`config.mk`:
```
export PLATFORM = sky130hd
export DESIGN_NAME = pong_game_ctrl_flat
export DESIGN_NICKNAME = d
export VERILOG_FILES = /design/src/rtl/pong_game_ctrl_if.sv /design/src/rtl/pong_game_ctrl.sv /design/src/flat_wrapper.sv
export SDC_FILE = /design/constraint.sdc
export NUM_CORES = 1
export LEC_CHECK = 0
export ABC_AREA = 1
export BUFFER_PORTS_ARGS = -buffer_cell sky130_fd_sc_hd__buf_2
export CORE_UTILIZATION = 50
export DETAILED_ROUTE_END_ITERATION = 8
export PLACE_DENSITY_LB_ADDON = 0.15
export SYNTH_ARGS = -nofsm -noshare
export SYNTH_HDL_FRONTEND = slang
export SYNTH_SLANG_ARGS = --single-unit
```
`constraint.sdc`:
```
create_clock -name clk -period 1.6 [get_ports clk]
set_input_delay 0.08 -clock clk [delete_from_list [all_inputs] [get_ports clk]]
set_output_delay 0.08 -clock clk [all_outputs]
set_load 0.02 [all_outputs]
```
`src/rtl/pong_game_ctrl_if.sv`:
```
`default_nettype none
// ============================================================================
// Module      : pong_game_ctrl_if
// Description : Signal bundle between the Pong match sequencer and its
//               surroundings (frame timing, start button, ball engine,
//               renderer). The sequencer connects through the master modport.
// Revision    : 1.0 - initial release
// ============================================================================
interface pong_game_ctrl_if #(
   parameter int CNT_W = 8
);
   logic             frame_tick;
   logic             start_btn;
   logic             left_point;
   logic             right_point;
   logic [2:0]       scoreL;
   logic [2:0]       scoreR;
   logic             ball_run;
   logic             game_over;
   logic             match_rst;
   logic [1:0]       winner;
   logic [2:0]       state;
   logic [CNT_W-1:0] countdown;

   // Sequencer side: consumes timing/button/point inputs, drives match control
   modport master (
      input  frame_tick,
      input  start_btn,
      input  left_point,
      input  right_point,
      input  scoreL,
      input  scoreR,
      output ball_run,
      output game_over,
      output match_rst,
      output winner,
      output state,
      output countdown
   );

   // Environment side: ball engine, renderer, button and video timing
   modport slave (
      output frame_tick,
      output start_btn,
      output left_point,
      output right_point,
      output scoreL,
      output scoreR,
      input  ball_run,
      input  game_over,
      input  match_rst,
      input  winner,
      input  state,
      input  countdown
   );
endinterface
`default_nettype wire

```
`src/rtl/pong_game_ctrl.sv`:
```
`default_nettype none
// ============================================================================
// Module      : pong_game_ctrl
// Description : Pong match sequencer. Owns IDLE / SERVE / PLAY / PAUSE / OVER,
//               gates ball motion, drives the ball engine freeze flag and
//               issues a one-clock match-restart pulse.
// Options     : AUTO_RESTART_EN - when defined, OVER counts RESTART_FRAMES
//               frame ticks and then falls back to IDLE on its own.
// Revision    : 1.0 - initial release
// ============================================================================
module pong_game_ctrl #(
   parameter int WIN_SCORE      = 7,
   parameter int SERVE_FRAMES   = 60,
   parameter int PAUSE_FRAMES   = 90,
   parameter int CNT_W          = 8,
   parameter int RESTART_FRAMES = 240
) (
   input  wire logic        clk,
   input  wire logic        rst_n,
   pong_game_ctrl_if.master bus
);

   typedef enum logic [2:0] {
      ST_IDLE  = 3'd0,
      ST_SERVE = 3'd1,
      ST_PLAY  = 3'd2,
      ST_PAUSE = 3'd3,
      ST_OVER  = 3'd4
   } state_t;

   localparam logic [CNT_W-1:0] c_serve_load = CNT_W'(SERVE_FRAMES);
   localparam logic [CNT_W-1:0] c_pause_load = CNT_W'(PAUSE_FRAMES);
   localparam logic [CNT_W-1:0] c_cnt_one    = CNT_W'(1);
   localparam logic [2:0]       c_win_score  = 3'(WIN_SCORE);
`ifdef AUTO_RESTART_EN
   localparam logic [CNT_W-1:0] c_over_load  = CNT_W'(RESTART_FRAMES);
`else
   localparam logic [CNT_W-1:0] c_over_load  = '0;
`endif
   localparam longint c_cnt_max = (64'd1 << CNT_W) - 64'd1;

   // Catch parameter sets the counter or the 3-bit score cannot represent
   if ((SERVE_FRAMES < 0) || (PAUSE_FRAMES < 0) || (RESTART_FRAMES < 0) ||
       (longint'(SERVE_FRAMES)   > c_cnt_max) ||
       (longint'(PAUSE_FRAMES)   > c_cnt_max) ||
       (longint'(RESTART_FRAMES) > c_cnt_max)) begin : g_cnt_w_check
      $error("pong_game_ctrl: CNT_W too small for the frame counts");
   end
   if ((WIN_SCORE < 1) || (WIN_SCORE > 7)) begin : g_win_score_check
      $error("pong_game_ctrl: WIN_SCORE must be in 1..7");
   end

   // ------------------------------------------------------------------------
   // Start button: two-flop synchroniser, then a registered rising-edge
   // detector. Pin-to-pulse latency is three clocks; a held button gives a
   // single pulse because the pulse needs a fresh 0->1 on the synced level.
   // ------------------------------------------------------------------------
   logic r_sync1;
   logic r_sync2;
   logic r_sync3;
   logic r_start_pulse;

   // Synchronise the raw button and register its rising edge
   always_ff @(posedge clk or negedge rst_n) begin
      if (!rst_n) begin
         r_sync1       <= 1'b0;
         r_sync2       <= 1'b0;
         r_sync3       <= 1'b0;
         r_start_pulse <= 1'b0;
      end else begin
         r_sync1       <= bus.start_btn;
         r_sync2       <= r_sync1;
         r_sync3       <= r_sync2;
         r_start_pulse <= r_sync2 & ~r_sync3;
      end
   end

   // ------------------------------------------------------------------------
   // Match state machine
   // ------------------------------------------------------------------------
   state_t           r_state;
   logic [CNT_W-1:0] r_count;
   logic [1:0]       r_winner;
   logic             r_match_rst;

   state_t           w_state_nxt;
   logic [CNT_W-1:0] w_count_nxt;
   logic [1:0]       w_winner_nxt;
   logic             w_match_rst_nxt;

   // State, countdown, winner and restart-pulse registers
   always_ff @(posedge clk or negedge rst_n) begin
      if (!rst_n) begin
         r_state     <= ST_IDLE;
         r_count     <= '0;
         r_winner    <= 2'b00;
         r_match_rst <= 1'b0;
      end else begin
         r_state     <= w_state_nxt;
         r_count     <= w_count_nxt;
         r_winner    <= w_winner_nxt;
         r_match_rst <= w_match_rst_nxt;
      end
   end

   // Next-state logic; a tick arriving with an event is dropped because the
   // event branch always wins and loads a fresh count for the new state
   always_comb begin
      w_state_nxt     = r_state;
      w_count_nxt     = r_count;
      w_winner_nxt    = r_winner;
      w_match_rst_nxt = 1'b0;

      case (r_state)
         ST_IDLE: begin
            w_count_nxt  = '0;
            w_winner_nxt = 2'b00;
            if (r_start_pulse) begin
               w_match_rst_nxt = 1'b1;
               w_count_nxt     = c_serve_load;
               w_state_nxt     = ST_SERVE;
            end
         end

         ST_SERVE, ST_PAUSE: begin
            // A zero load passes straight through in one clock
            if (r_count == '0) begin
               w_state_nxt = ST_PLAY;
            end else if (bus.frame_tick) begin
               w_count_nxt = r_count - c_cnt_one;
               if (r_count == c_cnt_one) begin
                  w_state_nxt = ST_PLAY;
               end
            end
         end

         ST_PLAY: begin
            w_count_nxt = '0;
            // Left has priority if the engine ever reports both at once
            if (bus.left_point) begin
               if (bus.scoreL >= c_win_score) begin
                  w_winner_nxt = 2'b01;
                  w_count_nxt  = c_over_load;
                  w_state_nxt  = ST_OVER;
               end else begin
                  w_count_nxt  = c_pause_load;
                  w_state_nxt  = ST_PAUSE;
               end
            end else if (bus.right_point) begin
               if (bus.scoreR >= c_win_score) begin
                  w_winner_nxt = 2'b10;
                  w_count_nxt  = c_over_load;
                  w_state_nxt  = ST_OVER;
               end else begin
                  w_count_nxt  = c_pause_load;
                  w_state_nxt  = ST_PAUSE;
               end
            end
         end

         ST_OVER: begin
            if (r_start_pulse) begin
               w_winner_nxt    = 2'b00;
               w_match_rst_nxt = 1'b1;
               w_count_nxt     = c_serve_load;
               w_state_nxt     = ST_SERVE;
`ifdef AUTO_RESTART_EN
            end else if (r_count == '0) begin
               w_winner_nxt = 2'b00;
               w_state_nxt  = ST_IDLE;
            end else if (bus.frame_tick) begin
               w_count_nxt = r_count - c_cnt_one;
               if (r_count == c_cnt_one) begin
                  w_winner_nxt = 2'b00;
                  w_state_nxt  = ST_IDLE;
               end
            end
`else
            end else begin
               w_count_nxt = '0;
            end
`endif
         end

         default: begin
            w_state_nxt  = ST_IDLE;
            w_count_nxt  = '0;
            w_winner_nxt = 2'b00;
         end
      endcase
   end

   // ------------------------------------------------------------------------
   // Outputs: run/freeze decode straight from the state register
   // ------------------------------------------------------------------------
   assign bus.ball_run  = (r_state == ST_PLAY);
   assign bus.game_over = (r_state == ST_OVER);
   assign bus.match_rst = r_match_rst;
   assign bus.winner    = r_winner;
   assign bus.state     = r_state;
   assign bus.countdown = r_count;

endmodule
`default_nettype wire

```
`src/flat_wrapper.sv`:
```
// flat-port wrapper written by rule: the top's interface ports become plain ports
module pong_game_ctrl_flat 
#(
   parameter int WIN_SCORE      = 7,
   parameter int SERVE_FRAMES   = 60,
   parameter int PAUSE_FRAMES   = 90,
   parameter int CNT_W          = 8,
   parameter int RESTART_FRAMES = 240
)
  (clk, rst_n, bus_frame_tick, bus_start_btn, bus_left_point, bus_right_point, bus_scoreL, bus_scoreR, bus_ball_run, bus_game_over, bus_match_rst, bus_winner, bus_state, bus_countdown);
  pong_game_ctrl_if #(.CNT_W(CNT_W)) bus_i ();
  input  wire logic clk;
  input  wire logic rst_n;
  input wire logic [$bits(bus_i.frame_tick)-1:0] bus_frame_tick;
  input wire logic [$bits(bus_i.start_btn)-1:0] bus_start_btn;
  input wire logic [$bits(bus_i.left_point)-1:0] bus_left_point;
  input wire logic [$bits(bus_i.right_point)-1:0] bus_right_point;
  input wire logic [$bits(bus_i.scoreL)-1:0] bus_scoreL;
  input wire logic [$bits(bus_i.scoreR)-1:0] bus_scoreR;
  output wire logic [$bits(bus_i.ball_run)-1:0] bus_ball_run;
  output wire logic [$bits(bus_i.game_over)-1:0] bus_game_over;
  output wire logic [$bits(bus_i.match_rst)-1:0] bus_match_rst;
  output wire logic [$bits(bus_i.winner)-1:0] bus_winner;
  output wire logic [$bits(bus_i.state)-1:0] bus_state;
  output wire logic [$bits(bus_i.countdown)-1:0] bus_countdown;
  assign bus_i.frame_tick = bus_frame_tick;
  assign bus_i.start_btn = bus_start_btn;
  assign bus_i.left_point = bus_left_point;
  assign bus_i.right_point = bus_right_point;
  assign bus_i.scoreL = bus_scoreL;
  assign bus_i.scoreR = bus_scoreR;
  assign bus_ball_run = bus_i.ball_run;
  assign bus_game_over = bus_i.game_over;
  assign bus_match_rst = bus_i.match_rst;
  assign bus_winner = bus_i.winner;
  assign bus_state = bus_i.state;
  assign bus_countdown = bus_i.countdown;
  pong_game_ctrl #(.WIN_SCORE(WIN_SCORE), .SERVE_FRAMES(SERVE_FRAMES), .PAUSE_FRAMES(PAUSE_FRAMES), .CNT_W(CNT_W), .RESTART_FRAMES(RESTART_FRAMES)) u_core (.clk(clk), .rst_n(rst_n), .bus(bus_i));
endmodule
```
==> out/qor.csv <==
metric,value,unit
crit share post-route,0.922,
Gate Count Post-Synth,146,
Yosys Warn Count,0,
CP startpoint kind,flip-flop,
"Slew Viols, Final",0,
Starting Density,0.560,
clock tree root buffer cell,clkbuf_4,
wire per inst,11.1,um
most frequent cells after synthesis,"57 x nand2_1, 18 x dfrtp_1, 18 x nand3_1",
clk sinks,18,
Compound-Gate Fraction of Synth Area,0.0393,
sequential area share after synthesis,0.442,
Final Hold Vio Count,0,
first-pass GRT wire length,3.82,mm
ANT cells,0,
I/O Buffers,27,
area delta synth->final,23.3,%
Reg2Reg Setup Slack,130,ps
XOR/XNOR Fraction of Synth Area,0,
adder-cell share of the synthesized area,0.0245,
worst vdd ir,1.03,mV
post-CTS setup buffer count,0,
Total Routing Usage GR,0.247,
Clock Skew,10.4,ps
RSZ-0062 raised after global routing,no,
# hold bufs at CTS,2,
final setup violation count,0,
max-cap violations,0,
"count leader, synth",nand2_1,
#FFs+latches synth,18,
vias,1014,
layout cells sized above 1,0.265,
post-synthesis mux area share,0,
Worst Setup SP,u_core.bus.countdown[0]$_DFFE_PN0P_,
DR iter-0 viols,19,
DRC Markers,0,
drt total wl,2.28,mm
DIE HEIGHT,47.2,um
Critical Path RT,1790,ps
CTS tree,built,
Fill cells,162,
Fmax,678,MHz
Core ar.,1820,um2
CP Capture Type,flip-flop,
Clock transition at path regs,110,ps
reg2reg start,u_core.bus.countdown[0]$_DFFE_PN0P_,
post-synthesis simple-gate area fraction,0.409,
leakage,0.751,nW
post-layout util,0.691,
Top Ports,28,
sequential cell area,450,um2
Post-synth EDFFs,0,
WS Path Type,flip-flop to flip-flop,
Placed Cells,200,
worst skew pair latency,300,ps
initial antenna violation count,0,
1st-pass router iterations,4,
crit path capture,u_core.bus.countdown[7]$_DFFE_PN0P_,
Least-Margin Pin Slew,390,ps
Vias/cell,4.92,
pwr dens,2010,nW/um2
Most used DFF post-synth,dfrtp_1,
Clock Path Buffers,2,
WP data arrival,1660,ps
Async SR Flop Fraction,1.00,
Final GP Congestion,0.812,
Overflow after GRT,0,
setup TNS,0,ps
Non-Filler Instances,206,
syn_area_per_cell,6.98,um2
hold_sp,bus_left_point,
post-cts sizing count,0,
top cell type's share of synthesized area,0.442,
row cnt,15,
Yosys top cell by area,dfrtp_1,
reg2reg end,u_core.bus.countdown[7]$_DFFE_PN0P_,
die outline width,47.2,um
htree depth,1,
Final Critical Period,1470,ps
Crit Path Max Fanout,9,
vias in the first global route,906,
Die ar.,2220,um2
NumNets Final,196,
TritonCTS Buffers,3,
Post-Syn Nets,160,
footprint of the multi-input gates,482,um2
synth top area cells,"dfrtp_1 44%, nand2_1 21%, nand3_1 8.8%",
Final ANT Viol Nets,0,
status,finished clean,
Mapped Area,1020,um2
largest net degree at the start of global routing,19,
main combinational cell family by area after synthesis,simple AND/OR/NAND/NOR gates,
R2R depth,10,
HP Class,input pin to flip-flop,
Slew headroom,0.740,
Yosys cell types,16,
post-detail-place hpwl,1.84,mm
[power breakdown]
| group | total (mW) | switching (mW) | internal (mW) |
|---|---|---|---|
| logic | 1.47 | 0.980 | 0.491 |
| clock network | 0.282 | 0.143 | 0.139 |
| registers | 0.777 | 0.169 | 0.608 |
[sequential cells by signal, summed over array words and instances (netlist names)]
signal and flops:
u_core.bus.countdown 8, u_core.bus.match_rst 1, u_core.bus.state 3, u_core.bus.winner 2, u_core.r_start_pulse 1, u_core.r_sync1 1
u_core.r_sync2 1, u_core.r_sync3 1
[worst min-delay path by stage]
| stage | end | slack [ps] | cells past startpoint |
|---|---|---|---|
| after floorplan | u_core.bus.countdown[0]$_DFFE_PN0P_ | -220 | 0 |
| after global placement | u_core.bus.state[2]$_DFFE_PN0P_ | 10 | 1 |
| after detailed placement | u_core.bus.state[1]$_DFFE_PN0P_ | 30 | 1 |
| after CTS | u_core.bus.winner[0]$_DFFE_PN0P_ | 40 | 3 |
| after global routing | u_core.bus.winner[0]$_DFFE_PN0P_ | 60 | 3 |
| final | u_core.bus.winner[0]$_DFFE_PN0P_ | 50 | 3 |
[through the flow]
| stage | power [mW] | setup slack (ps) | hold WS, ps | instance area (um2) |
|---|---|---|---|---|
| after detailed placement | 2.25 | 146 | 25.5 | 1200 |
| final | 2.53 | 125 | 51.6 | 1260 |
| after CTS | 2.54 | 121 | 44.5 | 1260 |
| after global placement | 2.22 | 215 | 14.2 | 1200 |
| after global routing | 2.78 | 20.9 | 59.0 | 1260 |
| after floorplan | 1.82 | 128 | -216 | 1020 |
[kinds of logic after synthesis]
family          Yosys count
compound gates            8
simple gates             96
buf+inv                  22
flops                    18
fa+ha+maj                 2
[layout by cell type, fill, tap and decap left out]
cell type and n:
nand2_2 3, clkbuf_8 1, o21ai_1 4, clkinv_4 1, nand2_4 1, buf_2 27, dfrtp_1 18, inv_2 9
nor3_1 1, dlygate4sd3_1 2, ha_1 2, nand4_1 4, nor2_1 11, nand3_1 18, buf_4 2, clkbuf_4 3
a21oi_1 1, nor2_4 1, inv_1 12, nand2_1 57, o21ai_0 3
[layout make-up]
class                           instances  area share
Sequential cell                        18       0.358
Timing Repair Buffer                   31       0.135
Clock buffer                            4      0.0289
Tap cell                               25      0.0249
Inverter                               22      0.0697
Multi-Input combinational cell        106       0.383
[worst max-delay path, cell delays in order, from the launching register on]
cell	delay, ps
dfrtp_1	400
inv_1	90
ha_1	270
nand2_2	100
inv_2	40
nand2_2	60
nand2_2	70
nand2_4	120
clkinv_4	80
nand2_1	60
nand2_1	60
[metal layers]
layer  vias to the layer above  wire length (um)  track usage  part of all wire
li1                        527                 -            -                 -
met1                       464              1130        0.331              0.50
met2                        20              1050        0.408              0.46
met3                         3                70       0.0462             0.031
met4                         0                23       0.0743             0.010
met5                         -                 0            0                 0
Note: power is estimated with default switching activity, not from simulation.
